==> config.mk <==
export PLATFORM = sky130hd
export DESIGN_NAME = video_pattern_gen_flat
export DESIGN_NICKNAME = d
export VERILOG_FILES = /design/src/rtl/video_pattern_gen_if.sv /design/src/rtl/video_pattern_gen.sv /design/src/flat_wrapper.sv
export SDC_FILE = /design/constraint.sdc
export NUM_CORES = 1
export LEC_CHECK = 0
export ABC_AREA = 0
export CORE_ASPECT_RATIO = 0.6
export CORE_UTILIZATION = 53
export DETAILED_ROUTE_END_ITERATION = 12
export PLACE_DENSITY = 0.86
export SLEW_MARGIN = 20
export SYNTH_ARGS = -nofsm -noshare
export SYNTH_HDL_FRONTEND = slang
export SYNTH_SLANG_ARGS = --single-unit
==> constraint.sdc <==
create_clock -name clk -period 3.3 [get_ports clk]
set_clock_uncertainty 0.15 [all_clocks]
set_input_delay 0.66 -clock clk [delete_from_list [all_inputs] [get_ports clk]]
set_output_delay 0.66 -clock clk [all_outputs]
set_load 0.005 [all_outputs]
==> src/rtl/video_pattern_gen_if.sv <==
// Pixel stream bundle: data, strobe, line start, frame start.
// The generator drives it (master); the downstream scaler listens (slave).
interface video_pattern_gen_if #(
    parameter int PIXEL_WIDTH = 8
);
    logic [PIXEL_WIDTH-1:0] do_o;
    logic                   de_o;
    logic                   hs_o;
    logic                   vs_o;

    modport master (output do_o, de_o, hs_o, vs_o);
    modport slave  (input  do_o, de_o, hs_o, vs_o);
endinterface

==> src/rtl/video_pattern_gen.sv <==
// Paced test-pattern video source with programmable geometry.
// Config is shadowed at every frame start; frames are never cut short.
module video_pattern_gen #(
    parameter int PIXEL_WIDTH  = 8,
    parameter int CNT_WIDTH    = 12,
    parameter int PERIOD_WIDTH = 8
) (
    input  logic                    clk,
    input  logic                    rst,
    input  logic                    en_i,
    input  logic [PERIOD_WIDTH-1:0] pix_period_i,
    input  logic [CNT_WIDTH-1:0]    line_width_i,
    input  logic [CNT_WIDTH-1:0]    frame_height_i,
    input  logic [2:0]              pattern_i,
    input  logic [PIXEL_WIDTH-1:0]  pattern_arg_i,
    video_pattern_gen_if.master     vid,
    output logic                    busy_o,
    output logic [15:0]             frame_cnt_o
);

    typedef enum logic {
        IDLE = 1'b0,
        RUN  = 1'b1
    } state_t;

    state_t state_q, state_d;

    // Shadow config, stored as "limit minus one" so compares are direct.
    logic [PERIOD_WIDTH-1:0] pm1_q, pm1_d;
    logic [CNT_WIDTH-1:0]    wm1_q, wm1_d;
    logic [CNT_WIDTH-1:0]    hm1_q, hm1_d;
    logic [2:0]              pat_q, pat_d;
    logic [PIXEL_WIDTH-1:0]  arg_q, arg_d;

    logic [PERIOD_WIDTH-1:0] cnt_q, cnt_d;
    logic [CNT_WIDTH-1:0]    x_q, x_d;
    logic [CNT_WIDTH-1:0]    y_q, y_d;

    logic [PIXEL_WIDTH-1:0]  do_q, do_d;
    logic                    de_q, de_d;
    logic                    hs_q, hs_d;
    logic                    vs_q, vs_d;
    logic                    busy_q, busy_d;
    logic                    done_q, done_d;
    logic [15:0]             fcnt_q, fcnt_d;

    logic [PIXEL_WIDTH-1:0]  pix;
    logic [CNT_WIDTH-1:0]    x_shr;

    // Pattern value for the pixel at the current (x,y).
    always_comb begin
        pix   = '0;
        x_shr = x_q >> arg_q[3:0];
        unique case (pat_q)
            3'd0: pix = PIXEL_WIDTH'(x_q);
            3'd1: pix = PIXEL_WIDTH'(y_q);
            3'd2: pix = (x_q == CNT_WIDTH'(arg_q)) ? '1 : '0;
            3'd3: pix = x_shr[0] ? '0 : '1;
            3'd4: pix = (x_q == y_q) ? '1 : '0;
            3'd5: pix = arg_q;
            default: pix = '0;
        endcase
    end

    // Next-state: pixel pacing, raster walk, frame wrap and config latch.
    always_comb begin
        state_d = state_q;
        pm1_d   = pm1_q;
        wm1_d   = wm1_q;
        hm1_d   = hm1_q;
        pat_d   = pat_q;
        arg_d   = arg_q;
        cnt_d   = cnt_q;
        x_d     = x_q;
        y_d     = y_q;
        do_d    = do_q;
        de_d    = 1'b0;
        hs_d    = 1'b0;
        vs_d    = 1'b0;
        busy_d  = busy_q;
        done_d  = 1'b0;
        fcnt_d  = done_q ? fcnt_q + 16'd1 : fcnt_q;

        unique case (state_q)
            IDLE: begin
                if (en_i) begin
                    state_d = RUN;
                    busy_d  = 1'b1;
                end
            end
            RUN: begin
                if (cnt_q == pm1_q) begin
                    cnt_d = '0;
                    de_d  = 1'b1;
                    hs_d  = (x_q == '0);
                    vs_d  = (x_q == '0) && (y_q == '0);
                    do_d  = pix;
                    if (x_q == wm1_q) begin
                        x_d = '0;
                        if (y_q == hm1_q) begin
                            y_d    = '0;
                            done_d = 1'b1;
                            if (!en_i) begin
                                state_d = IDLE;
                                busy_d  = 1'b0;
                            end
                        end else begin
                            y_d = y_q + CNT_WIDTH'(1);
                        end
                    end else begin
                        x_d = x_q + CNT_WIDTH'(1);
                    end
                end else begin
                    cnt_d = cnt_q + PERIOD_WIDTH'(1);
                end
            end
            default: state_d = IDLE;
        endcase

        // Frame start: from idle, or seamless restart after the last pixel.
        if (en_i && (state_q == IDLE || done_d)) begin
            pm1_d = (pix_period_i == '0) ? '0
                  : pix_period_i - PERIOD_WIDTH'(1);
            wm1_d = (line_width_i == '0) ? '0
                  : line_width_i - CNT_WIDTH'(1);
            hm1_d = (frame_height_i == '0) ? '0
                  : frame_height_i - CNT_WIDTH'(1);
            pat_d = pattern_i;
            arg_d = pattern_arg_i;
            cnt_d = '0;
            x_d   = '0;
            y_d   = '0;
        end
    end

    // State and output registers.
    always_ff @(posedge clk) begin
        if (rst) begin
            state_q <= IDLE;
            pm1_q   <= '0;
            wm1_q   <= '0;
            hm1_q   <= '0;
            pat_q   <= '0;
            arg_q   <= '0;
            cnt_q   <= '0;
            x_q     <= '0;
            y_q     <= '0;
            do_q    <= '0;
            de_q    <= 1'b0;
            hs_q    <= 1'b0;
            vs_q    <= 1'b0;
            busy_q  <= 1'b0;
            done_q  <= 1'b0;
            fcnt_q  <= '0;
        end else begin
            state_q <= state_d;
            pm1_q   <= pm1_d;
            wm1_q   <= wm1_d;
            hm1_q   <= hm1_d;
            pat_q   <= pat_d;
            arg_q   <= arg_d;
            cnt_q   <= cnt_d;
            x_q     <= x_d;
            y_q     <= y_d;
            do_q    <= do_d;
            de_q    <= de_d;
            hs_q    <= hs_d;
            vs_q    <= vs_d;
            busy_q  <= busy_d;
            done_q  <= done_d;
            fcnt_q  <= fcnt_d;
        end
    end

    assign vid.do_o    = do_q;
    assign vid.de_o    = de_q;
    assign vid.hs_o    = hs_q;
    assign vid.vs_o    = vs_q;
    assign busy_o      = busy_q;
    assign frame_cnt_o = fcnt_q;

endmodule

==> src/flat_wrapper.sv <==
// flat-port wrapper written by rule: the top's interface ports become plain ports
module video_pattern_gen_flat 
#(
    parameter int PIXEL_WIDTH  = 8,
    parameter int CNT_WIDTH    = 12,
    parameter int PERIOD_WIDTH = 8
)
  (clk, rst, en_i, pix_period_i, line_width_i, frame_height_i, pattern_i, pattern_arg_i, busy_o, frame_cnt_o, vid_do_o, vid_de_o, vid_hs_o, vid_vs_o);
  video_pattern_gen_if #(.PIXEL_WIDTH(PIXEL_WIDTH)) vid_i ();
  input  logic clk;
  input  logic rst;
  input  logic en_i;
  input  logic [PERIOD_WIDTH-1:0] pix_period_i;
  input  logic [CNT_WIDTH-1:0] line_width_i;
  input  logic [CNT_WIDTH-1:0] frame_height_i;
  input  logic [2:0] pattern_i;
  input  logic [PIXEL_WIDTH-1:0] pattern_arg_i;
  output logic busy_o;
  output logic [15:0] frame_cnt_o;
  output wire logic [$bits(vid_i.do_o)-1:0] vid_do_o;
  output wire logic [$bits(vid_i.de_o)-1:0] vid_de_o;
  output wire logic [$bits(vid_i.hs_o)-1:0] vid_hs_o;
  output wire logic [$bits(vid_i.vs_o)-1:0] vid_vs_o;
  assign vid_do_o = vid_i.do_o;
  assign vid_de_o = vid_i.de_o;
  assign vid_hs_o = vid_i.hs_o;
  assign vid_vs_o = vid_i.vs_o;
  video_pattern_gen #(.PIXEL_WIDTH(PIXEL_WIDTH), .CNT_WIDTH(CNT_WIDTH), .PERIOD_WIDTH(PERIOD_WIDTH)) u_core (.clk(clk), .rst(rst), .en_i(en_i), .pix_period_i(pix_period_i), .line_width_i(line_width_i), .frame_height_i(frame_height_i), .pattern_i(pattern_i), .pattern_arg_i(pattern_arg_i), .vid(vid_i), .busy_o(busy_o), .frame_cnt_o(frame_cnt_o));
endmodule
======== Word level (Yosys, flattened, before mapping) ========
Cells that the tools add are included.
storage, ports and cells
  memories kept ........................... 0
  input bits .............................. 46
  latch bits .............................. 0
  bits in writable memories ............... 0
  register bits ........................... 105
  ROM bits ................................ 0
operators by class
  bitwise operators ....................... 2
  multiplexer cells ....................... 26
  reduce and logical (&&, ||, !) cells .... 15
  magnitude comparators ................... 0
  shift-type cells ........................ 1
  multiply operators ...................... 0
  divide/modulo/power cells ............... 0
  add/subtract/negate cells ............... 7
  equal/unequal tests ..................... 15
operators with widths
  cell                                                                  count
  12-bit logical NOT                                                    4
  12-bit 2-to-1 mux                                                     4
  8-bit one-hot mux with 6 select lines                                 1
  8-bit 2-to-1 mux                                                      5
  12-bit == test                                                        3
  12-bit by 1-bit adder with 12-bit output, second input constant       2
  12-bit by 1-bit subtractor with 12-bit output, second input constant  2
  16-bit by 1-bit adder with 16-bit output, second input constant       1
  1-bit 2-to-1 mux                                                      14
  12-bit by 8-bit == test with 1-bit output                             1
  12-bit by 4-bit right shift with 1-bit output                         1
  2-bit != test, second input constant                                  5
  8-bit by 1-bit adder with 8-bit output, second input constant         1
  8-bit == test                                                         1
  8-bit logical NOT                                                     1
  8-bit by 1-bit subtractor with 8-bit output, second input constant    1
  3-bit by 2-bit == test with 1-bit output, second input constant       2
  3-bit == test, second input constant                                  2
  5-bit AND reduction                                                   1
  1-bit one-hot mux with 2 select lines                                 2
  2-bit OR reduction                                                    2
  3-bit by 1-bit == test with 1-bit output, second input constant       1
  3-bit logical NOT                                                     1
  3-bit AND reduction                                                   1
  other kinds (5)                                                       7

======== Longest topological paths before layout ========
  word-level depth ........................ 8
  mapped depth ............................ 8

======== Worst setup path before layout ========
No wires, ideal clock.
  path type ............................... input to register
  start ................................... in line_width_i[0]
  end ..................................... reg u_core.wm1_q[0]
  setup time .............................. 137 ps
  setup slack ............................. 862 ps
  cell stages on the path ................. 7
  data arrival time ....................... 2,152 ps
  data required time ...................... 3,013 ps
  path through ............................ inv_1 ha_1 or4b_2 or4_1 clkbuf_1 nand4_1 o22ai_1
on the way
  word-level cells in the longest chain between the ends .. 2
  elaborated cells between the ends (all ways) .. 3
  classes of those cells .................. add/sub (1); mux (1); reduce/logical (1)
ends and longest elaborated chain
  item                                                                                        line                                                text
  start: declaration                                                                          flat_wrapper.sv:14                                  input logic [CNT_WIDTH-1:0] line_width_i;
  12-bit by 1-bit subtractor with 12-bit output / 12-bit logical NOT (equally long branches)  video_pattern_gen.sv:125, video_pattern_gen.sv:124
  12-bit 2-to-1 mux *                                                                         video_pattern_gen.sv:124                            wm1_d = (line_width_i == '0) ? '0
  end signal: assignment                                                                      video_pattern_gen.sv:158                            wm1_q <= wm1_d;
  end: declaration                                                                            video_pattern_gen.sv:30                             logic [CNT_WIDTH-1:0] wm1_q, wm1_d;
Mark *: on every way between the ends. The rest lies on a longest branch, timed or not.
A chain may end at the register's enable or synchronous reset.

======== Worst setup path in the final report ========
  start ................................... reg u_core.x_q[6]
  end ..................................... reg u_core.y_q[7]
on the way
  word-level cells in the longest chain between the ends .. 7
  elaborated cells between the ends (all ways) .. 8
  classes of those cells .................. eq/ne (1); mux (3); reduce/logical (4)
ends and longest elaborated chain
  item                          line                      text
  start: declaration            video_pattern_gen.sv:36   logic [CNT_WIDTH-1:0] x_q, x_d;
  start signal: assignment      video_pattern_gen.sv:146  x_q <= '0;
  start signal: assignment      video_pattern_gen.sv:163  x_q <= x_d;
  12-bit == test *              video_pattern_gen.sv:98   if (x_q == wm1_q) begin
  1-bit 2-to-1 mux              video_pattern_gen.sv:98
  1-bit 2-to-1 mux              video_pattern_gen.sv:92   if (cnt_q == pm1_q) begin
  1-bit 2-to-1 mux              video_pattern_gen.sv:84   unique case (state_q)
  1-bit logical OR              video_pattern_gen.sv:121  if (en_i && (state_q == IDLE || done_d)) begin
  1-bit logical AND             video_pattern_gen.sv:121
  2-bit OR reduction (no line)  n/a
  end signal: assignment        video_pattern_gen.sv:164  y_q <= y_d;
  end: declaration              video_pattern_gen.sv:37   logic [CNT_WIDTH-1:0] y_q, y_d;
Marks and branches as above.

==> results.cfg <==
[routing]
drt-met1-wl_um = 7274
vias_per_cell = 6.087
drt-total-wl_um = 16740
vias = 5789
wire_per_inst_um = 17.60
drc = 0
top_layer_used = met4
wl_met2_um = 7747
wl_met3_um = 1475
drtIter0Drc = 516
dr.pass1.iters = 6
final_antenna_net_count = 0

[logic_synthesis]
seq_area_frac_synth_pct = 33.82
yosysTopAreaCell = dfxtp_1
syn_area_mm2 = 0.006216
synth-seq-cells = 105
synth_top_area_share_pct = 33.82
syn-num-nets = 796
avgSynthCellArea_um2 = 8.423
synthFlopType = dfxtp_1
synthArstFlopShare_pct = 0
yosysWarningCount = 0
synth-edff-count = 0
netlist_top_cells_area = dfxtp_1, xor2_1, inv_1, xnor2_1, o22ai_1
synthDistinctLibCells = 57
syn-instance-count = 738

[critical_path]
crit_type = flop to flop
r2r_cells = 6
r2r_end = u_core.y_q[7]
rr_startpoint = u_core.x_q[6]
cp.required_ns = 3.43
r2r_setup_slack_ns = 0.51
worst_setup_path_start_kind = flop
arrival_ns = 2.92
cp_max_fo = 20
end_kind = flop

[floorplanning]
num_rows = 30
die_h_um = 85.89
die_w_um = 141.8
core_mm2 = 0.01137
initial_core_util_pct = 54.65
ios = 74
die-area_mm2 = 0.01218

[clock_tree]
ctsHoldBuffers = 0
post_cts_buffers = 0
clockBufferDepth = 2
insertion_delay_ns = 0.35
post_cts_resized = 0
cts_sinks = 105
cts_tree = yes
cts_buffers = 9
cts_root_buf = clkbuf_16
htree_levels = 3
clk_pin_slew_ns = 0.07

[pwr]
p_comb_share_pct = 16.8
p_sw_mw = 0.8214
peakVddDrop_mv = 0.3187
p_sw_share_pct = 28.61
leakagePower_nw = 2.753
power.density_mw_per_mm2 = 390.7
seqPwrFrac_pct = 47.4
p_clk_share_pct = 35.8
cellInternalPower_mw = 2.049

[global_route]
grt_util_all_layers_pct = 28.44
antenna_found_initial = 0
grt_pass1_wl_um = 27500
grt_max_degree = 33
grt_pass1_vias = 5779
grt_overflow = 0

[run]
max-cap-violations = 0

[timing]
setup_viol = 0
period_share_pct = 84.47
hold_viol = 0
final_max_slew_viol_count = 0
setup_tns_ns = 0
slew_headroom_pct = 40.58
worstMarginPinSlew_ns = 0.8845
max_freq_ghz = 0.3587
grt_setup_unrepaired = no
hold_ws_ns = 0.3354
fin_crit_ns = 2.788

[min_path]
hold_start = u_core.hm1_q[5]
whs_endpoint = u_core.hm1_q[5]
worst_hold_path_type = flop to flop
hold_depth = 2

[layout]
syn_to_final_growth_pct = 18.20
layout-drive-gt1-share_pct = 9.229
final_cell_mix = dfxtp_1, clkdlybuf4s50_1, inv_1
fin_cells = 951
antenna_cells = 0
final_common_cell = dfxtp_1
fin_nets = 844

[placement]
dpl.hpwl_um = 12480
port_buffers = 73
place_congestion = 0.9600
place_inst = 935

[outcome]
outcome = completed
-- power groups by stage --
stage	clock network [mW]	logic (mW)	registers (mW)
floorplan	0	0.325	1.37
detailed placement	0	0.473	1.39
CTS	1.03	0.476	1.36
global route	1.08	0.525	1.37
finish	1.03	0.483	1.36
global placement	0	0.451	1.39
-- final cells by class --
| cell class | instances | area (um^2) |
|---|---|---|
| fillers | 940 | 4026 |
| multi-input cells | 502 | 3592 |
| flip-flops and latches | 105 | 2102 |
| repair buffers | 95 | 895.9 |
| inverters | 73 | 274.0 |
| clock buffers | 11 | 242.7 |
| well taps | 160 | 200.2 |
| clock inverters | 5 | 40.04 |
-- cell families after synthesis --
kind of cell / count (synthesis) / synth area share [%]
AND/OR/NAND/NOR: 242 / 22.32
AO/OA/AOI/OAI: 134 / 15.90
buffers and inverters: 131 / 8.474
flip-flops: 105 / 33.82
XOR/XNOR: 92 / 12.96
multiplexers: 22 / 4.106
adder cells (fa/ha/maj): 12 / 2.415
-- critical path, cell delays in order (launching register included) --
cell	delay [ns]
dfxtp_1	0.61
xor2_1	0.13
nor4_1	0.29
nand3_1	0.45
buf_4	0.38
or4_1	0.54
a21oi_1	0.16
-- cell usage after synthesis (2+ instances only) --
library cell,number
and3_1,9
nor4_1,19
o21ai_0,9
xnor2_1,29
a21oi_1,32
or4b_1,5
nor4_4,2
mux4_2,2
nor4_2,3
a22oi_1,10
mux2_2,8
and2_1,3
buf_2,19
or3_1,7
nand4_1,22
o32ai_2,12
dfxtp_1,105
or3b_2,2
o31ai_1,19
inv_1,72
o22ai_1,35
nand3_2,2
nand3_1,33
o31a_1,2
nand2_1,34
or4_1,21
clkbuf_1,35
nor3_1,14
nand4b_1,3
nor4b_1,3
buf_1,2
nand3b_1,2
ha_1,12
o32ai_1,3
nor2_1,48
mux2i_1,12
and4_1,3
xor2_1,63
nor2b_1,2
a31oi_1,3
-- through the flow --
stage / instance area, um^2 / utilization [%] / power [mW] / setup slack, ns
6_report: 7347 / 64.60 / 2.871 / 0.5124
5_1_grt: 7347 / 64.60 / 2.969 / 0.3606
4_1_cts: 7342 / 64.55 / 2.869 / 0.2586
3_5_place_dp: 7059 / 62.07 / 1.861 / 0.2484
3_3_place_gp: 7059 / 62.07 / 1.836 / 0.3469
2_1_floorplan: 6216 / - / 1.690 / 0.8616
-- routing by layer --
metal  up-vias  track usage, %
met1      2771           37.14
met4         0           8.407
met2       256           47.16
met3        30           6.477
met5         -               0
li1       2732               -
-- registers in the layout, summed over array words and instances, names as in the netlist, 3 cells and up --
register,flops
u_core.cnt_q,8
u_core.pat_q,3
u_core.frame_cnt_o,16
u_core.y_q,12
u_core.x_q,12
u_core.arg_q,8
u_core.pm1_q,8
u_core.wm1_q,12
u_core.hm1_q,12
u_core.vid.do_o,8
-- how the worst max path moves through the flow --
stage                     from              end  cells after the start
3_5_place_dp   line_width_i[0]  u_core.wm1_q[0]                      7
5_1_grt          u_core.x_q[6]    u_core.y_q[3]                      5
3_3_place_gp   line_width_i[0]  u_core.wm1_q[0]                      7
4_1_cts          u_core.x_q[6]   u_core.y_q[11]                      5
2_1_floorplan  line_width_i[0]  u_core.wm1_q[0]                      7
6_report         u_core.x_q[6]    u_core.y_q[7]                      6
No activity file was read; power rests on OpenSTA's default activity.
